==> config.mk <==
export PLATFORM = sky130hd
export DESIGN_NAME = shift_mix_stage
export DESIGN_NICKNAME = d
export VERILOG_FILES = /design/src/rtl/aes_pkg.sv /design/src/rtl/shift_mix_stage_mix_column.sv /design/src/rtl/shift_mix_stage.sv
export SDC_FILE = /design/constraint.sdc
export NUM_CORES = 1
export LEC_CHECK = 0
export CAP_MARGIN = 20
export CORE_ASPECT_RATIO = 0.9
export CORE_UTILIZATION = 25
export DETAILED_ROUTE_END_ITERATION = 6
export MAX_ROUTING_LAYER = met4
export PLACE_DENSITY = 0.42
export SETUP_SLACK_MARGIN = 0.4
export SYNTH_ARGS = -nofsm -noshare
export SYNTH_HDL_FRONTEND = slang
export SYNTH_SLANG_ARGS = --single-unit
==> constraint.sdc <==
create_clock -name clk -period 2.5 [get_ports clk]
set_input_delay 0.5 -clock clk [delete_from_list [all_inputs] [get_ports clk]]
set_output_delay 0.5 -clock clk [all_outputs]
set_load 0.01 [all_outputs]
==> src/rtl/aes_pkg.sv <==
// ---------------------------------------------------------------------------
// aes_pkg
// Shared constants and helpers for the AES round datapath.
//   DATA_LEN_DEF : default state width (128 bits, 16 bytes)
//   BYTE_W       : bits per state byte
//   NUM_ROWS     : rows of the 4x4 state matrix
//   NUM_COLS     : columns of the 4x4 state matrix
//   COL_W        : bits per state column (4 bytes)
//   xtime()      : GF(2^8) multiply by {02}, reduction polynomial 0x11B
// State byte k sits at data[127-8k -: 8]; its row is k mod 4 and its
// column is k div 4, so column c occupies data[127-32c -: 32].
// ---------------------------------------------------------------------------
package aes_pkg;

    localparam int DATA_LEN_DEF = 128;
    localparam int BYTE_W       = 8;
    localparam int NUM_ROWS     = 4;
    localparam int NUM_COLS     = 4;
    localparam int COL_W        = NUM_ROWS * BYTE_W;

    // Multiply by {02}: shift left, fold the carry back in with 0x1B.
    function automatic logic [7:0] xtime(input logic [7:0] a);
        logic [7:0] res;
        res = {a[6:0], 1'b0};
        if (a[7]) begin
            res = res ^ 8'h1B;
        end else begin
            res = res;
        end
        return res;
    endfunction

endpackage : aes_pkg

==> src/rtl/shift_mix_stage_mix_column.sv <==
// ---------------------------------------------------------------------------
// mix_column
// Combinational MixColumns for a single 32-bit column: multiplies the column
// by the circulant matrix {02,03,01,01} over GF(2^8).
//   i_col : input column, byte 0 (row 0) in bits [31:24]
//   o_col : mixed column, same byte ordering
// ---------------------------------------------------------------------------
module mix_column
    import aes_pkg::*;
(
    input  logic [COL_W-1:0] i_col,
    output logic [COL_W-1:0] o_col
);

    logic [7:0] w_a0, w_a1, w_a2, w_a3;
    logic [7:0] w_x0, w_x1, w_x2, w_x3;

    assign w_a0 = i_col[31:24];
    assign w_a1 = i_col[23:16];
    assign w_a2 = i_col[15:8];
    assign w_a3 = i_col[7:0];

    assign w_x0 = xtime(w_a0);
    assign w_x1 = xtime(w_a1);
    assign w_x2 = xtime(w_a2);
    assign w_x3 = xtime(w_a3);

    // {03}*a is xtime(a) ^ a.
    assign o_col[31:24] = w_x0 ^ (w_x1 ^ w_a1) ^ w_a2 ^ w_a3;
    assign o_col[23:16] = w_a0 ^ w_x1 ^ (w_x2 ^ w_a2) ^ w_a3;
    assign o_col[15:8]  = w_a0 ^ w_a1 ^ w_x2 ^ (w_x3 ^ w_a3);
    assign o_col[7:0]   = (w_x0 ^ w_a0) ^ w_a1 ^ w_a2 ^ w_x3;

endmodule : mix_column

==> src/rtl/shift_mix_stage.sv <==
// ---------------------------------------------------------------------------
// shift_mix_stage
// Two-stage valid/ready pipeline performing AES ShiftRows then MixColumns.
// S1 registers the ShiftRows result; S2 registers MixColumns (or the
// unchanged ShiftRows state when the block is in the final round).
//   clk            : clock, rising edge
//   reset          : synchronous active-high reset
//   valid_in       : input block present
//   ready_out      : stage can accept a block this cycle
//   data_in        : SubBytes output state
//   last_round_in  : final-round flag (bypass MixColumns)
//   valid_out      : output block present
//   ready_in       : downstream accepts the output this cycle
//   data_out       : ShiftRows/MixColumns result
//   last_round_out : final-round flag travelling with the block
// ---------------------------------------------------------------------------
module shift_mix_stage
    import aes_pkg::*;
#(
    parameter int DATA_LEN = DATA_LEN_DEF
) (
    input  logic                clk,
    input  logic                reset,
    input  logic                valid_in,
    output logic                ready_out,
    input  logic [DATA_LEN-1:0] data_in,
    input  logic                last_round_in,
    output logic                valid_out,
    input  logic                ready_in,
    output logic [DATA_LEN-1:0] data_out,
    output logic                last_round_out
);

    logic                r_s1_valid;
    logic [DATA_LEN-1:0] r_s1_data;
    logic                r_s1_last;
    logic                r_s2_valid;
    logic [DATA_LEN-1:0] r_s2_data;
    logic                r_s2_last;

    logic [DATA_LEN-1:0] w_shift;
    logic [DATA_LEN-1:0] w_mix;
    logic [DATA_LEN-1:0] w_s2_next;
    logic                w_s2_load;
    logic                w_s1_load;

    // ShiftRows: output (row r, col c) takes input (row r, col (c+r) mod 4).
    for (genvar c = 0; c < NUM_COLS; c++) begin : g_sr_col
        for (genvar r = 0; r < NUM_ROWS; r++) begin : g_sr_row
            localparam int DST = NUM_ROWS * c + r;
            localparam int SRC = NUM_ROWS * ((c + r) % NUM_COLS) + r;
            assign w_shift[DATA_LEN-1-BYTE_W*DST -: BYTE_W] =
                data_in[DATA_LEN-1-BYTE_W*SRC -: BYTE_W];
        end
    end

    for (genvar c = 0; c < NUM_COLS; c++) begin : g_mix
        mix_column u_mix_column (
            .i_col (r_s1_data[DATA_LEN-1-COL_W*c -: COL_W]),
            .o_col (w_mix[DATA_LEN-1-COL_W*c -: COL_W])
        );
    end

    // S2 can take a new value when it is empty or its content is leaving;
    // S1 can take a new value when it is empty or its content moves to S2.
    assign w_s2_load = !r_s2_valid || ready_in;
    assign w_s1_load = !r_s1_valid || w_s2_load;
    assign ready_out = w_s1_load;

    // Select MixColumns result or final-round bypass for S2.
    always_comb begin
        w_s2_next = w_mix;
        if (r_s1_last) begin
            w_s2_next = r_s1_data;
        end else begin
            w_s2_next = w_mix;
        end
    end

    // S1 register: ShiftRows result and round flag; data only moves on a real block.
    always_ff @(posedge clk) begin
        if (reset) begin
            r_s1_valid <= 1'b0;
            r_s1_data  <= {DATA_LEN{1'b0}};
            r_s1_last  <= 1'b0;
        end else if (w_s1_load) begin
            r_s1_valid <= valid_in;
            if (valid_in) begin
                r_s1_data <= w_shift;
                r_s1_last <= last_round_in;
            end
        end
    end

    // S2 register: MixColumns/bypass result and round flag.
    always_ff @(posedge clk) begin
        if (reset) begin
            r_s2_valid <= 1'b0;
            r_s2_data  <= {DATA_LEN{1'b0}};
            r_s2_last  <= 1'b0;
        end else if (w_s2_load) begin
            r_s2_valid <= r_s1_valid;
            if (r_s1_valid) begin
                r_s2_data <= w_s2_next;
                r_s2_last <= r_s1_last;
            end
        end
    end

    assign valid_out      = r_s2_valid;
    assign data_out       = r_s2_data;
    assign last_round_out = r_s2_last;

endmodule : shift_mix_stage

==> insert_results.sql, run 1 <==
INSERT INTO impl_metrics (metric_group, metric, value, unit) VALUES
('outcome', 'run_status', 'complete, no violations', ''),
('synthesis', 'post_synth_inst_count', '1719', ''),
('placement', 'numPortBuffers', '263', ''),
('timing', 'setup_repair_after_global_routing_missed_its_margin', 'no', ''),
('synthesis', 'ys_seq_elements', '260', ''),
('setup_path', 'crit_path_max_incr_delay', '570', 'ps'),
('clock_network', 'maximum_level_of_the_cts_h_tree', '2', ''),
('timing', 'timing.final.crit_share', '0.809', ''),
('power_and_ir_drop', 'irDropWorstVdd', '0.353', 'mV'),
('clock_network', 'cts-hold-fix-buffers', '0', ''),
('die', 'core.rowCount', '84', ''),
('synthesis', 'synth.lib_cells_used.distinct', '34', ''),
('clock_network', 'cts.clk_slew.worst_paths', '60', 'ps'),
('global_routing', 'via_count_of_the_first_global_routing_pass', '12600', ''),
('synthesis', 'synth_area_per_cell', '8.68', 'µm²'),
('power_and_ir_drop', 'power_leakage', '7.02', 'nW'),
('routing', 'final_antenna_net_count', '0', ''),
('global_routing', 'initial_antenna_violation_count', '0', ''),
('setup_path', 'critical_path_buf_inv_count', '1', ''),
('power_and_ir_drop', 'power_report.internal_total', '9.27', 'mW'),
('routing', 'via_count', '12500', ''),
('timing', 'finalWorstSetupSlack', '478', 'ps'),
('synthesis', 'synth_sequential_area_ratio', '0.349', ''),
('power_and_ir_drop', 'power_density', '683', 'nW/µm²'),
('placement', 'preCtsSetupSlack', '9.29', 'ps'),
('min_path', 'worst_hold_path_type', 'reg2reg', ''),
('timing', 'finalCriticalPeriod', '2020', 'ps'),
('finish', 'synthToLayoutAreaGrowth', '30.0', '%'),
('power_and_ir_drop', 'power.share.sequential', '0.369', ''),
('clock_network', 'cts_tree', 'yes', ''),
('setup_path', 'path_max_fanout', '3', ''),
('clock_network', 'clkSinkCount', '260', ''),
('placement', 'post_dp_cell_area', '18200', 'µm²'),
('placement', 'dp.final_hpwl', '35300', 'µm'),
('finish', 'final_nets', '2013', ''),
('timing', 'timing.hold.ws', '459', 'ps'),
('timing', 'finalSetupViolCount', '0', ''),
('clock_network', 'cts_made_buffers', '35', ''),
('clock_network', 'cts_buffer_depth', '3', ''),
('global_routing', 'grt.total_usage', '0.171', ''),
('flow_run', 'drv_cap', '0', ''),
('finish', 'most-common-layout-cells', 'sky130_fd_sc_hd__nand2_1 (358), sky130_fd_sc_hd__clkdlybuf4s50_1 (257), sky130_fd_sc_hd__a21oi_1 (252), sky130_fd_sc_hd__dfxtp_1 (251), sky130_fd_sc_hd__xnor2_1 (183)', ''),
('timing', 'timing_max_transition_violations_final', '0', ''),
('die', 'die-height', '234', 'µm'),
('synthesis', 'synthesis.nets', '1852', ''),
('finish', 'post_route_cells_drive_above_1_share', '0.0845', ''),
('global_routing', 'global_route_wire_length_before_repair', '77700', 'µm'),
('setup_path', 'setup.worst_path.class', 'reg2out', ''),
('setup_path', 'timing.critical_path.required', '2000', 'ps'),
('placement', 'globalplace.congestion', '0.789', ''),
('global_routing', 'final_global_route_overflow_total', '0', ''),
('routing', 'detailedRoute.firstIterationViolations', '623', ''),
('timing', 'timing_hold_violations_final', '0', ''),
('routing', 'wire_per_inst', '19.0', 'µm'),
('die', 'initial_core_util', '0.254', ''),
('setup_path', 'startpoint_type_of_the_worst_setup_path', 'flop', ''),
('timing', 'slew-limit-headroom', '0.529', ''),
('power_and_ir_drop', 'share_comb_of_total_power', '0.246', ''),
('setup_path', 'critPathTopFamily', 'buffers and inverters', ''),
('setup_path', 'critical_path.cell_chain', 'clkdlybuf4s50_1', ''),
('finish', 'antenna_cells_inserted', '0', ''),
('routing', 'viasPerCell', '4.66', ''),
('global_routing', 'largest_net_degree_at_the_start_of_global_routing', '116', ''),
('routing', 'detail_route.drc_violations', '0', ''),
('setup_path', 'max_stage_delay_cell_worst_path', 'sky130_fd_sc_hd__clkdlybuf4s50_1', ''),
('setup_path', 'critical_path.endpoint_type', 'output pin', ''),
('timing', 'fmax', '495', 'MHz'),
('timing', 'post_route_setup_tns', '0', 'ps'),
('synthesis', 'synthArstFlopShare', '0', ''),
('die', 'die_w', '259', 'µm'),
('synthesis', 'yosys_most_used_dff', 'sky130_fd_sc_hd__dfxtp_1', '');
-- worst paths after layout --
path / cells past startpoint / end / slack, ps / start
min: 2 / last_round_out / 460 / last_round_out
min reg2reg: 2 / last_round_out / 460 / last_round_out
max: 1 / data_out[20] / 480 / data_out[20]
max reg2reg: 4 / data_out[107] / 780 / r_s1_data[111]
-- per-stage QoR --
step | power [mW] | std cells | util
finish | 13.2 | 2680 | 0.331
global route | 13.9 | 2680 | 0.331
CTS | 13.5 | 2680 | 0.330
detailed placement | 8.28 | 2616 | 0.310
global placement | 8.26 | 2616 | 0.310
floorplan | 7.04 | 1719 | -
-- timing repair --
item                                    CTS  global route
gates resized for setup                   8             7
buffers inserted                          1             0
endpoints found under the setup margin    8             6
-- metal layers --
layer	wire length (µm)	track usage
met1	24700	0.227
met2	22900	0.264
met3	2290	0.0309
met4	1010	0.0456
met5	0	-
-- Yosys cell counts (all sizes together) (6+ instances only) --
cell | count | area (µm²)
a211oi | 57 | 428
a31oi | 17 | 106
xnor2 | 220 | 2260
dfxtp | 260 | 5200
clkbuf | 104 | 417
xnor3 | 50 | 1130
or3 | 17 | 106
o21ai | 64 | 320
a21oi | 252 | 1260
and2 | 7 | 43.8
nand2 | 360 | 1350
nor2 | 66 | 248
o211a | 6 | 60.1
nand3 | 17 | 85.1
buf | 63 | 340
o211ai | 6 | 45.0
xor2 | 84 | 781
a221oi | 47 | 512
mux2i | 12 | 120
-- cell families after synthesis --
group | share of synthesized area
DFF | 0.349
muxes | 0.00805
buffers and inverters | 0.0518
xor gates and xnor gates | 0.283
and+or+nand+nor | 0.124
AOI/OAI and AO/OA | 0.184
-- registers in the layout (all words and copies together) (netlist names) --
signal / cells
last_round_out: 1
valid_out: 1
r_s1_valid: 1
r_s1_data: 128
r_s1_last: 1
data_out: 128
-- cell type report --
| type | count | area (µm²) |
|---|---|---|
| Multi-Input combinational cell | 1288 | 8960 |
| Clock buffer | 50 | 1040 |
| Timing Repair Buffer | 291 | 3060 |
| Clock inverter | 13 | 125 |
| Fill cell | 6075 | 39300 |
| Inverter | 4 | 16.3 |
| Sequential cell | 260 | 5220 |
| Tap cell | 774 | 968 |
-- tightest hold or removal path, stage by stage (launching register included) --
cell                      delay [ps]
sky130_fd_sc_hd__dfxtp_1         310
sky130_fd_sc_hd__nand2_1          50
sky130_fd_sc_hd__a21oi_1          50
-- power groups by stage --
| stage | Sequential (mW) | Combinational, mW | Clock, mW |
|---|---|---|---|
| global placement | 4.98 | 3.28 | 0 |
| detailed placement | 4.98 | 3.29 | 0 |
| global route | 4.94 | 3.58 | 5.42 |
| CTS | 4.90 | 3.32 | 5.28 |
| finish | 4.89 | 3.26 | 5.09 |
| floorplan | 4.82 | 2.22 | 0 |
(Power assumes the default switching activity.)
==> run 2: changes to the inputs <==
- PLACE_DENSITY: 0.42 -> 0.43
- clock period: 2.5 -> 1.6 ns (I/O delays scaled with it)
==> insert_results.sql, run 2 (synthesized netlist as in run 1, its figures left out) <==
INSERT INTO impl_metrics (metric_group, metric, value, unit) VALUES
('finish', 'most-common-layout-cells', 'sky130_fd_sc_hd__nand2_1 (319), sky130_fd_sc_hd__a21oi_1 (220), sky130_fd_sc_hd__buf_4 (183), sky130_fd_sc_hd__dfxtp_2 (181), sky130_fd_sc_hd__xnor2_1 (153)', ''),
('timing', 'timing.hold.ws', '75.8', 'ps'),
('routing', 'via_count', '14000', ''),
('die', 'io-pin-count', '264', ''),
('placement', 'dp.final_hpwl', '39000', 'µm'),
('timing', 'setup_repair_after_global_routing_missed_its_margin', 'yes', ''),
('clock_network', 'cts-hold-fix-buffers', '0', ''),
('power_and_ir_drop', 'power_density', '924', 'nW/µm²'),
('timing', 'finClkSkew', '15.8', 'ps'),
('die', 'core.rowCount', '84', ''),
('global_routing', 'initial_antenna_violation_count', '3', ''),
('setup_path', 'setup.worst_path.class', 'reg2reg', ''),
('routing', 'wire_per_inst', '21.0', 'µm'),
('setup_path', 'max_stage_delay_cell_worst_path', 'sky130_fd_sc_hd__dfxtp_2', ''),
('finish', 'post_route_cells_drive_above_1_share', '0.453', ''),
('power_and_ir_drop', 'irDropWorstVdd', '0.652', 'mV'),
('clock_network', 'clockRootBuffer', 'sky130_fd_sc_hd__clkbuf_16', ''),
('placement', 'globalplace.congestion', '0.795', ''),
('die', 'initial_core_util', '0.254', ''),
('global_routing', 'via_count_of_the_first_global_routing_pass', '13700', ''),
('clock_network', 'cts_made_buffers', '34', ''),
('routing', 'final_antenna_net_count', '0', ''),
('routing', 'totalWireLength', '62000', 'µm'),
('finish', 'filler_cell_count', '5743', ''),
('setup_path', 'path_max_fanout', '8', ''),
('timing', 'timing.final.crit_share', '0.960', ''),
('routing', 'detailedRoute.firstIterationViolations', '731', ''),
('clock_network', 'cts.clk_slew.worst_paths', '60', 'ps'),
('setup_path', 'worst_path_most_repeated_cell', 'sky130_fd_sc_hd__buf_12', ''),
('min_path', 'worst_hold_path_type', 'in2reg', ''),
('global_routing', 'grt.total_usage', '0.188', ''),
('timing', 'timing_hold_violations_final', '0', ''),
('routing', 'viasPerCell', '4.75', ''),
('setup_path', 'timing.critical_path.arrival', '1960', 'ps'),
('die', 'die-height', '234', 'µm'),
('timing', 'timing_max_transition_violations_final', '0', ''),
('timing', 'finalWorstSetupSlack', '64.8', 'ps'),
('finish', 'synthToLayoutAreaGrowth', '67.0', '%'),
('outcome', 'run_status', 'complete, no violations', ''),
('global_routing', 'largest_net_degree_at_the_start_of_global_routing', '89', ''),
('clock_network', 'maximum_level_of_the_cts_h_tree', '2', ''),
('timing', 'fmax', '651', 'MHz'),
('global_routing', 'global_route_wire_length_before_repair', '84500', 'µm'),
('die', 'fp.dieArea', '60600', 'µm²'),
('clock_network', 'clkSinkCount', '260', ''),
('setup_path', 'critical_path.endpoint_type', 'flop', ''),
('placement', 'numPortBuffers', '263', ''),
('flow_run', 'drv_cap', '0', ''),
('timing', 'finalCriticalPeriod', '1540', 'ps'),
('clock_network', 'cts_tree', 'yes', ''),
('die', 'core', '58600', 'µm²'),
('setup_path', 'critical_path.cell_chain', 'buf_6 > and2_4 > buf_12 > buf_6 > buf_12 > buf_12 > buf_4 > nor2_4 > a211oi_2', ''),
('placement', 'post_dp_cell_area', '20000', 'µm²'),
('global_routing', 'final_global_route_overflow_total', '0', ''),
('finish', 'multi_input_comb_area', '10600', 'µm²'),
('setup_path', 'startpoint_type_of_the_worst_setup_path', 'flop', ''),
('clock_network', 'cts_buffer_depth', '3', ''),
('die', 'die_w', '259', 'µm'),
('finish', 'final_nets', '2289', ''),
('timing', 'worstMarginPinSlew', '451', 'ps'),
('finish', 'finish.instance_area', '24900', 'µm²'),
('power_and_ir_drop', 'power_leakage', '9.70', 'nW'),
('clock_network', 'clkLatencyLatePin', '540', 'ps'),
('setup_path', 'crit_path_max_incr_delay', '320', 'ps'),
('routing', 'detail_route.drc_violations', '0', ''),
('finish', 'layout_commonest_cell', 'sky130_fd_sc_hd__nand2_1', ''),
('finish', 'combined_flip_flop_and_latch_cell_area', '5590', 'µm²'),
('timing', 'slew-limit-headroom', '0.700', ''),
('setup_path', 'timing.critical_path.required', '2020', 'ps'),
('timing', 'finalSetupViolCount', '0', ''),
('placement', 'preCtsSetupSlack', '-326', 'ps'),
('routing', 'drt_pre_antenna_iters', '5', '');
==> run 2: report_power, final <==
group | switching (mW) | internal (mW) | leakage, nW
clock | 3.18 | 4.92 | 0.561
sequential | 0.713 | 7.00 | 2.24
combinational | 3.24 | 3.95 | 6.90
total | 7.13 | 15.9 | 9.70
==> run 2: worst max-delay path, delay by kind of cell, from the launching register on <==
kind,cells,cell delay (ps)
buf+inv,6,780
flops,1,320
simple gates,2,270
compound gates,1,40
==> run 2: layout make-up <==
class,count,area share
timing repair buffer,566,0.263
clock inverter,8,0.00402
inverter,4,0.000804
multi-input combinational,1290,0.426
tap,774,0.0389
clock buffer,54,0.0430
antenna,1,0.000100
sequential,260,0.225
==> run 2: final timing paths <==
check | start | endpoint | slack [ps] | cells past startpoint
worst min register to register | last_round_out | last_round_out | 470 | 2
worst max-delay path | r_s1_valid | data_out[63] | 60 | 9
worst min-delay path | reset | data_out[116] | 80 | 2
worst max register to register | r_s1_valid | data_out[63] | 60 | 9
==> run 2: routing by layer <==
layer | up-vias | GRT usage | part of all wire
met5 | - | - | 0
met4 | 0 | 0.0480 | 0.021
met3 | 81 | 0.0316 | 0.049
met2 | 353 | 0.285 | 0.45
met1 | 6899 | 0.256 | 0.48
li1 | 6705 | - | -
==> run 2: metrics by stage <==
step	utilization	std cells	setup TNS, ps	total power [mW]
2_1_floorplan	-	1719	0	11.3
3_3_place_gp	0.341	2743	-60800	13.5
3_5_place_dp	0.341	2743	-60690	13.6
4_1_cts	0.382	2883	0	22.2
5_1_grt	0.425	2957	0	24.0
6_report	0.425	2957	0	23.0
==> run 2: timing repair <==
| item | CTS | global route |
|---|---|---|
| endpoints found under the setup margin | 388 | 389 |
| pin swaps | 23 | 121 |
| gates cloned | 6 | 31 |
| resized for setup | 869 | 343 |
| buffers inserted | 72 | 42 |
==> run 3: changes to the inputs <==
- CELL_PAD_IN_SITES_DETAIL_PLACEMENT: not set -> 1
- CELL_PAD_IN_SITES_GLOBAL_PLACEMENT: not set -> 1
- CORE_UTILIZATION: 25 -> 36
- GPL_TIMING_DRIVEN: not set -> 1
- PLACE_DENSITY: 0.43 -> 0.75
==> insert_results.sql, run 3 (synthesized netlist as in run 1, its figures left out) <==
INSERT INTO impl_metrics (metric_group, metric, value, unit) VALUES
('clock_network', 'cts_buffer_depth', '3', ''),
('global_routing', 'initial_antenna_violation_count', '1', ''),
('power_and_ir_drop', 'irDropWorstVdd', '0.974', 'mV'),
('timing', 'finalCriticalPeriod', '1660', 'ps'),
('finish', 'filler_cell_count', '4266', ''),
('finish', 'layoutNonFillerInstCount', '2691', ''),
('finish', 'most-common-layout-cells', 'sky130_fd_sc_hd__nand2_1 (284), sky130_fd_sc_hd__a21oi_1 (171), sky130_fd_sc_hd__dfxtp_2 (170), sky130_fd_sc_hd__buf_4 (165), sky130_fd_sc_hd__buf_6 (153)', ''),
('placement', 'placed_cells', '2463', ''),
('timing', 'slew-limit-headroom', '0.572', ''),
('clock_network', 'cts_tree', 'yes', ''),
('finish', 'final_nets', '2264', ''),
('global_routing', 'final_global_route_overflow_total', '0', ''),
('finish', 'post_route_cells_drive_above_1_share', '0.472', ''),
('die', 'core', '40700', 'µm²'),
('finish', 'multi_input_comb_area', '11100', 'µm²'),
('placement', 'numPortBuffers', '263', ''),
('timing', 'setup_repair_after_global_routing_missed_its_margin', 'yes', ''),
('global_routing', 'global_route_wire_length_before_repair', '87700', 'µm'),
('clock_network', 'cts-hold-fix-buffers', '0', ''),
('routing', 'drt_pre_antenna_iters', '5', ''),
('placement', 'preCtsSetupSlack', '-393', 'ps'),
('timing', 'timing_hold_violations_final', '0', ''),
('finish', 'synthToLayoutAreaGrowth', '65.4', '%'),
('placement', 'dp.final_hpwl', '36500', 'µm'),
('finish', 'layout_commonest_cell', 'sky130_fd_sc_hd__nand2_1', ''),
('power_and_ir_drop', 'power_density', '926', 'nW/µm²'),
('die', 'die-height', '195', 'µm'),
('setup_path', 'critical_path.endpoint_type', 'flop', ''),
('die', 'initial_core_util', '0.366', ''),
('global_routing', 'largest_net_degree_at_the_start_of_global_routing', '91', ''),
('outcome', 'violations', 'negative setup slack', ''),
('routing', 'via_count', '15300', ''),
('routing', 'viasPerCell', '5.68', ''),
('placement', 'globalplace.congestion', '0.845', ''),
('global_routing', 'grt.total_usage', '0.273', ''),
('clock_network', 'clkSinkCount', '260', ''),
('die', 'core.rowCount', '70', ''),
('routing', 'detailedRoute.firstIterationViolations', '1126', ''),
('clock_network', 'cts_made_buffers', '31', ''),
('setup_path', 'timing.critical_path.required', '2090', 'ps'),
('timing', 'timing.hold.ws', '277', 'ps'),
('timing', 'fmax', '602', 'MHz'),
('routing', 'wire_per_inst', '27.3', 'µm'),
('setup_path', 'path_max_fanout', '7', ''),
('routing', 'final_antenna_net_count', '0', ''),
('routing', 'detail_route.drc_violations', '0', ''),
('clock_network', 'cts.clk_slew.worst_paths', '70', 'ps'),
('clock_network', 'clkLatencyLatePin', '580', 'ps'),
('setup_path', 'setup.worst_path.class', 'reg2reg', ''),
('die', 'io-pin-count', '264', ''),
('timing', 'finClkSkew', '17.2', 'ps'),
('setup_path', 'startpoint_type_of_the_worst_setup_path', 'flop', ''),
('global_routing', 'via_count_of_the_first_global_routing_pass', '15000', ''),
('clock_network', 'clockRootBuffer', 'sky130_fd_sc_hd__clkbuf_16', ''),
('timing', 'finalWorstSetupSlack', '-59.8', 'ps'),
('timing', 'timing_max_transition_violations_final', '0', ''),
('die', 'fp.dieArea', '42200', 'µm²'),
('clock_network', 'maximum_level_of_the_cts_h_tree', '1', ''),
('finish', 'antenna_cells_inserted', '0', ''),
('outcome', 'run_status', 'finished with violations', ''),
('power_and_ir_drop', 'power_leakage', '9.88', 'nW'),
('flow_run', 'drv_cap', '0', ''),
('timing', 'finalSetupViolCount', '16', ''),
('timing', 'worstMarginPinSlew', '642', 'ps'),
('min_path', 'worst_hold_path_type', 'in2reg', ''),
('timing', 'timing.final.crit_share', '1.04', ''),
('finish', 'combined_flip_flop_and_latch_cell_area', '5610', 'µm²'),
('routing', 'totalWireLength', '73500', 'µm'),
('die', 'die_w', '217', 'µm'),
('setup_path', 'timing.critical_path.arrival', '2150', 'ps');
==> run 3: final timing paths <==
check | start | slack [ps] | end | cells past startpoint
worst min register to register | r_s1_data[55] | 480 | r_s1_data[55] | 2
worst max-delay path | valid_out | -60 | r_s1_data[21] | 8
worst max register to register | valid_out | -60 | r_s1_data[21] | 8
worst min-delay path | reset | 280 | r_s1_data[124] | 3
==> run 3: final cells by class <==
class / instances / area share
clock buffers: 46 / 0.0370
clock inverters: 7 / 0.00457
well taps: 540 / 0.0274
flip-flops and latches: 260 / 0.228
repair buffers: 541 / 0.253
inverters: 4 / 0.000710
multi-input cells: 1293 / 0.449
==> run 3: per-layer routing <==
layer	share of wire	track usage
met1	0.39	0.336
met3	0.057	0.0335
met5	0	-
met4	0.053	0.0738
met2	0.50	0.469
==> run 3: report_power, final <==
part	total, mW	switching [mW]	leakage (nW)	internal [mW]
combinational	7.66	3.71	7.13	3.95
sequential	7.75	0.761	2.24	6.99
clock	7.43	3.06	0.502	4.37
==> run 3: timing repair <==
action	CTS	global route
endpoints found under the setup margin	389	389
pin swaps	24	188
resized for setup	878	429
setup buffers	76	56
cloned	11	32
==> run 3: critical path, cell delays in order, from the launching register on <==
cell and delay [ps]:
sky130_fd_sc_hd__dfxtp_4 380, sky130_fd_sc_hd__nand3b_1 110, sky130_fd_sc_hd__buf_4 160, sky130_fd_sc_hd__buf_6 130
sky130_fd_sc_hd__nand2_8 150, sky130_fd_sc_hd__buf_12 160, sky130_fd_sc_hd__buf_12 160, sky130_fd_sc_hd__nand2_1 80
sky130_fd_sc_hd__a21oi_1 230
==> run 3: per-stage QoR <==
stage | total power, mW | area (µm²) | setup TNS [ps] | util
global placement | 13.2 | 19200 | -56270 | 0.471
detailed placement | 13.3 | 19200 | -68440 | 0.471
global route | 23.5 | 24700 | -1110 | 0.606
CTS | 21.2 | 21700 | 0 | 0.532
finish | 22.8 | 24700 | -352 | 0.606
floorplan | 11.3 | 15800 | 0 | -
==> edit (config.mk and constraints of run 2) <==
Make the reset (`reset`) asynchronous in 2 clocked blocks. Comments in the files are not updated.
--- a/src/rtl/shift_mix_stage.sv
+++ b/src/rtl/shift_mix_stage.sv
@@ -79,5 +79,5 @@
 
     // S1 register: ShiftRows result and round flag; data only moves on a real block.
-    always_ff @(posedge clk) begin
+    always_ff @(posedge clk or posedge reset) begin
         if (reset) begin
             r_s1_valid <= 1'b0;
@@ -94,5 +94,5 @@
 
     // S2 register: MixColumns/bypass result and round flag.
-    always_ff @(posedge clk) begin
+    always_ff @(posedge clk or posedge reset) begin
         if (reset) begin
             r_s2_valid <= 1'b0;
Behaviour: differs if reset is asserted again (counterexample within 4 cycles, from zero or initial values and one cycle with reset high); with reset held inactive, the same outputs for 4 cycles.
==> edit against run 2 <==
- the run now ends with setup timing left
- sequential share of layout area is 6.5 points higher
- global-route usage is 1.3 points lower
- synthesized cell count is 22% lower
- sequential cell count stayed put
- count of clock-buffer cells in the layout is 2 lower
- cell area is 9.6% lower
- routed wire length is 12% lower
- area after synthesis is 1.5% lower
- setup slack worse by 0.13 ns
- critical path depth is 1 lower
- critical endpoint is now data_out[109]
- highest routed layer unchanged
Power is not compared: it rests on default switching activity, and its combinational part moved more than twofold at a synthesized area within 25%.
==> edit: results (changes against run 2) <==
Hold path
  • Hold crit path type: input pin to asynchronous set/reset pin

Placement
  • Placed cell area: 20100 um2 (+0.19%)
  • Dpl hpwl: 36.9 mm (-5.3%)
  • Placed Cells: 2447 (-11%)
  • Final GP Congestion: 0.825 (+3.7%)
  • Post-place setup slack: -0.398 ns (-0.0719 ns)
  • IO buf count: 263 (unchanged)

STA
  • TNS Setup: -2.46 ns (-2.46 ns)
  • Setup violations, final: 107 (+107)
  • Max-slew headroom: 49.4% (-21 points)
  • Final Worst Setup Slack: -0.0605 ns (-0.125 ns)
  • Setup Skew: 0.0165 ns (+0.000696 ns)
  • Fin. Hold Viols: 0 (unchanged)

Routing
  • First DRT Iteration DRCs: 538 (-26%)
  • DR DRC count: 0 (unchanged)
  • DRT Wirelength: 54.5 mm (-12%)
  • DRT Pass-1 Iters: 5 (unchanged)
  • Routed vias/inst: 4.43 (-6.7%)
  • Via count: 11600 (-17%)

Logic synthesis
  • Synth cell count leaders: 306 x xnor2_1, 260 x dfrtp_1, 131 x nand2_1
  • Post-synthesis sequential area ratio: 44.3% (+9.4 points)
  • Yosys cell types: 27 (-21%)
  • Syn_nets: 1470 (-21%)
  • Mean Syn Cell Area: 11.0 um2 (+27%)
  • Asr flop ratio synth: 100% (+100 points)
  • Top area cells in the synthesized netlist: dfrtp_1 44%, xnor2_1 18%, mux2_2 9.9%, xor2_1 6.5%, o211ai_1 6.4%

Pwr
  • P per Cell Area: 1570 nW/um2
  • Worst vdd ir: 0.000552 V
  • Lkg Pwr: 9.71 nW

Global route
  • Tot GR Track Use: 17.5% (-1.3 points)
  • GR Overflow Total: 0 (unchanged)
  • Largest net degree at the start of global routing: 64 (-28%)
  • Initial antenna violation count: 3 (unchanged)
  • First-pass GRT wire length: 77.2 mm (-8.6%)

Clock tree
  • H-Tree Depth: 2 (unchanged)
  • Clock Path Buffers: 3 (unchanged)

Status
  • Failing checks: setup timing
  • Outcome: complete, but fails checks

Setup path
  • Kind of cell adding the most delay to the critical path: buffers and inverters
  • Worst-path maximum fanout: 10 (+2)
  • Crit-path max cell delay: 0.37 ns (+0.05 ns)
  • Worst endpoint data arrival time: 2.10 ns (+0.14 ns)
  • Critical-path top delay cell: dfrtp_1

Layout
  • Layout cells sized above 1: 38.2% (-7.2 points)
  • Post-layout nets: 1965 (-14%)
  • Fillers: 5685 (-1.0%)
edit: layout make-up:
cell class	count	area share [%]
Antenna cell	4	0.0445
Clock buffer	52	4.53
Clock inverter	4	0.328
Inverter	3	0.0667
Multi-Input combinational cell	970	38.1
Sequential cell	260	29.0
Tap cell	765	4.25
Timing Repair Buffer	563	23.7
edit: worst register-to-register path, cell delays in order (launching register included):
cell	delay, ns
dfrtp_1	0.37
nor2b_4	0.14
buf_6	0.12
buf_6	0.12
nor2_4	0.13
buf_4	0.17
bufbuf_16	0.29
nand3_1	0.08
o211ai_1	0.13
edit: kinds of logic after synthesis:
logic type	share of synthesized area [%]
AO/OA/AOI/OAI	6.39
buffers and inverters	3.52
multiplexers	10.1
XOR/XNOR	27.3
AND/OR/NAND/NOR	8.44
flip-flops	44.3
edit: timing repair:
action	4_1_cts	5_1_grt
setup buffers	58	32
pin swaps	7	74
gates cloned	1	23
resized for setup	600	102
setup endpoints to repair	389	389
edit: layer usage:
layer / vias to the layer above / part of all wire (%) / global-route usage, %
met5: - / 0 / -
met4: 0 / 1.3 / 3.66
met3: 50 / 4.1 / 2.84
met2: 257 / 48 / 27.3
met1: 5785 / 47 / 23.8
li1: 5513 / - / -
edit: path summary, 6_finish.rpt:
kind | from | to | slack, ns | cells after the start
setup / recovery | valid_out | data_out[109] | -0.06 | 8
hold / removal | reset | r_s1_data[102] | 0.24 | 3
setup reg to reg | valid_out | data_out[109] | -0.06 | 8
hold reg to reg | last_round_out | last_round_out | 0.48 | 2
max in group asynchronous | reset | data_out[39] | 0.92 | 4
min in group clk | data_in[25] | r_s1_data[25] | 0.39 | 2
edit: where the power goes:
group | total [mW] | internal, mW | switching, mW
combinational | 17.0 | 9.41 | 7.62
sequential | 10.5 | 8.55 | 1.93
clock | 7.76 | 4.69 | 3.08
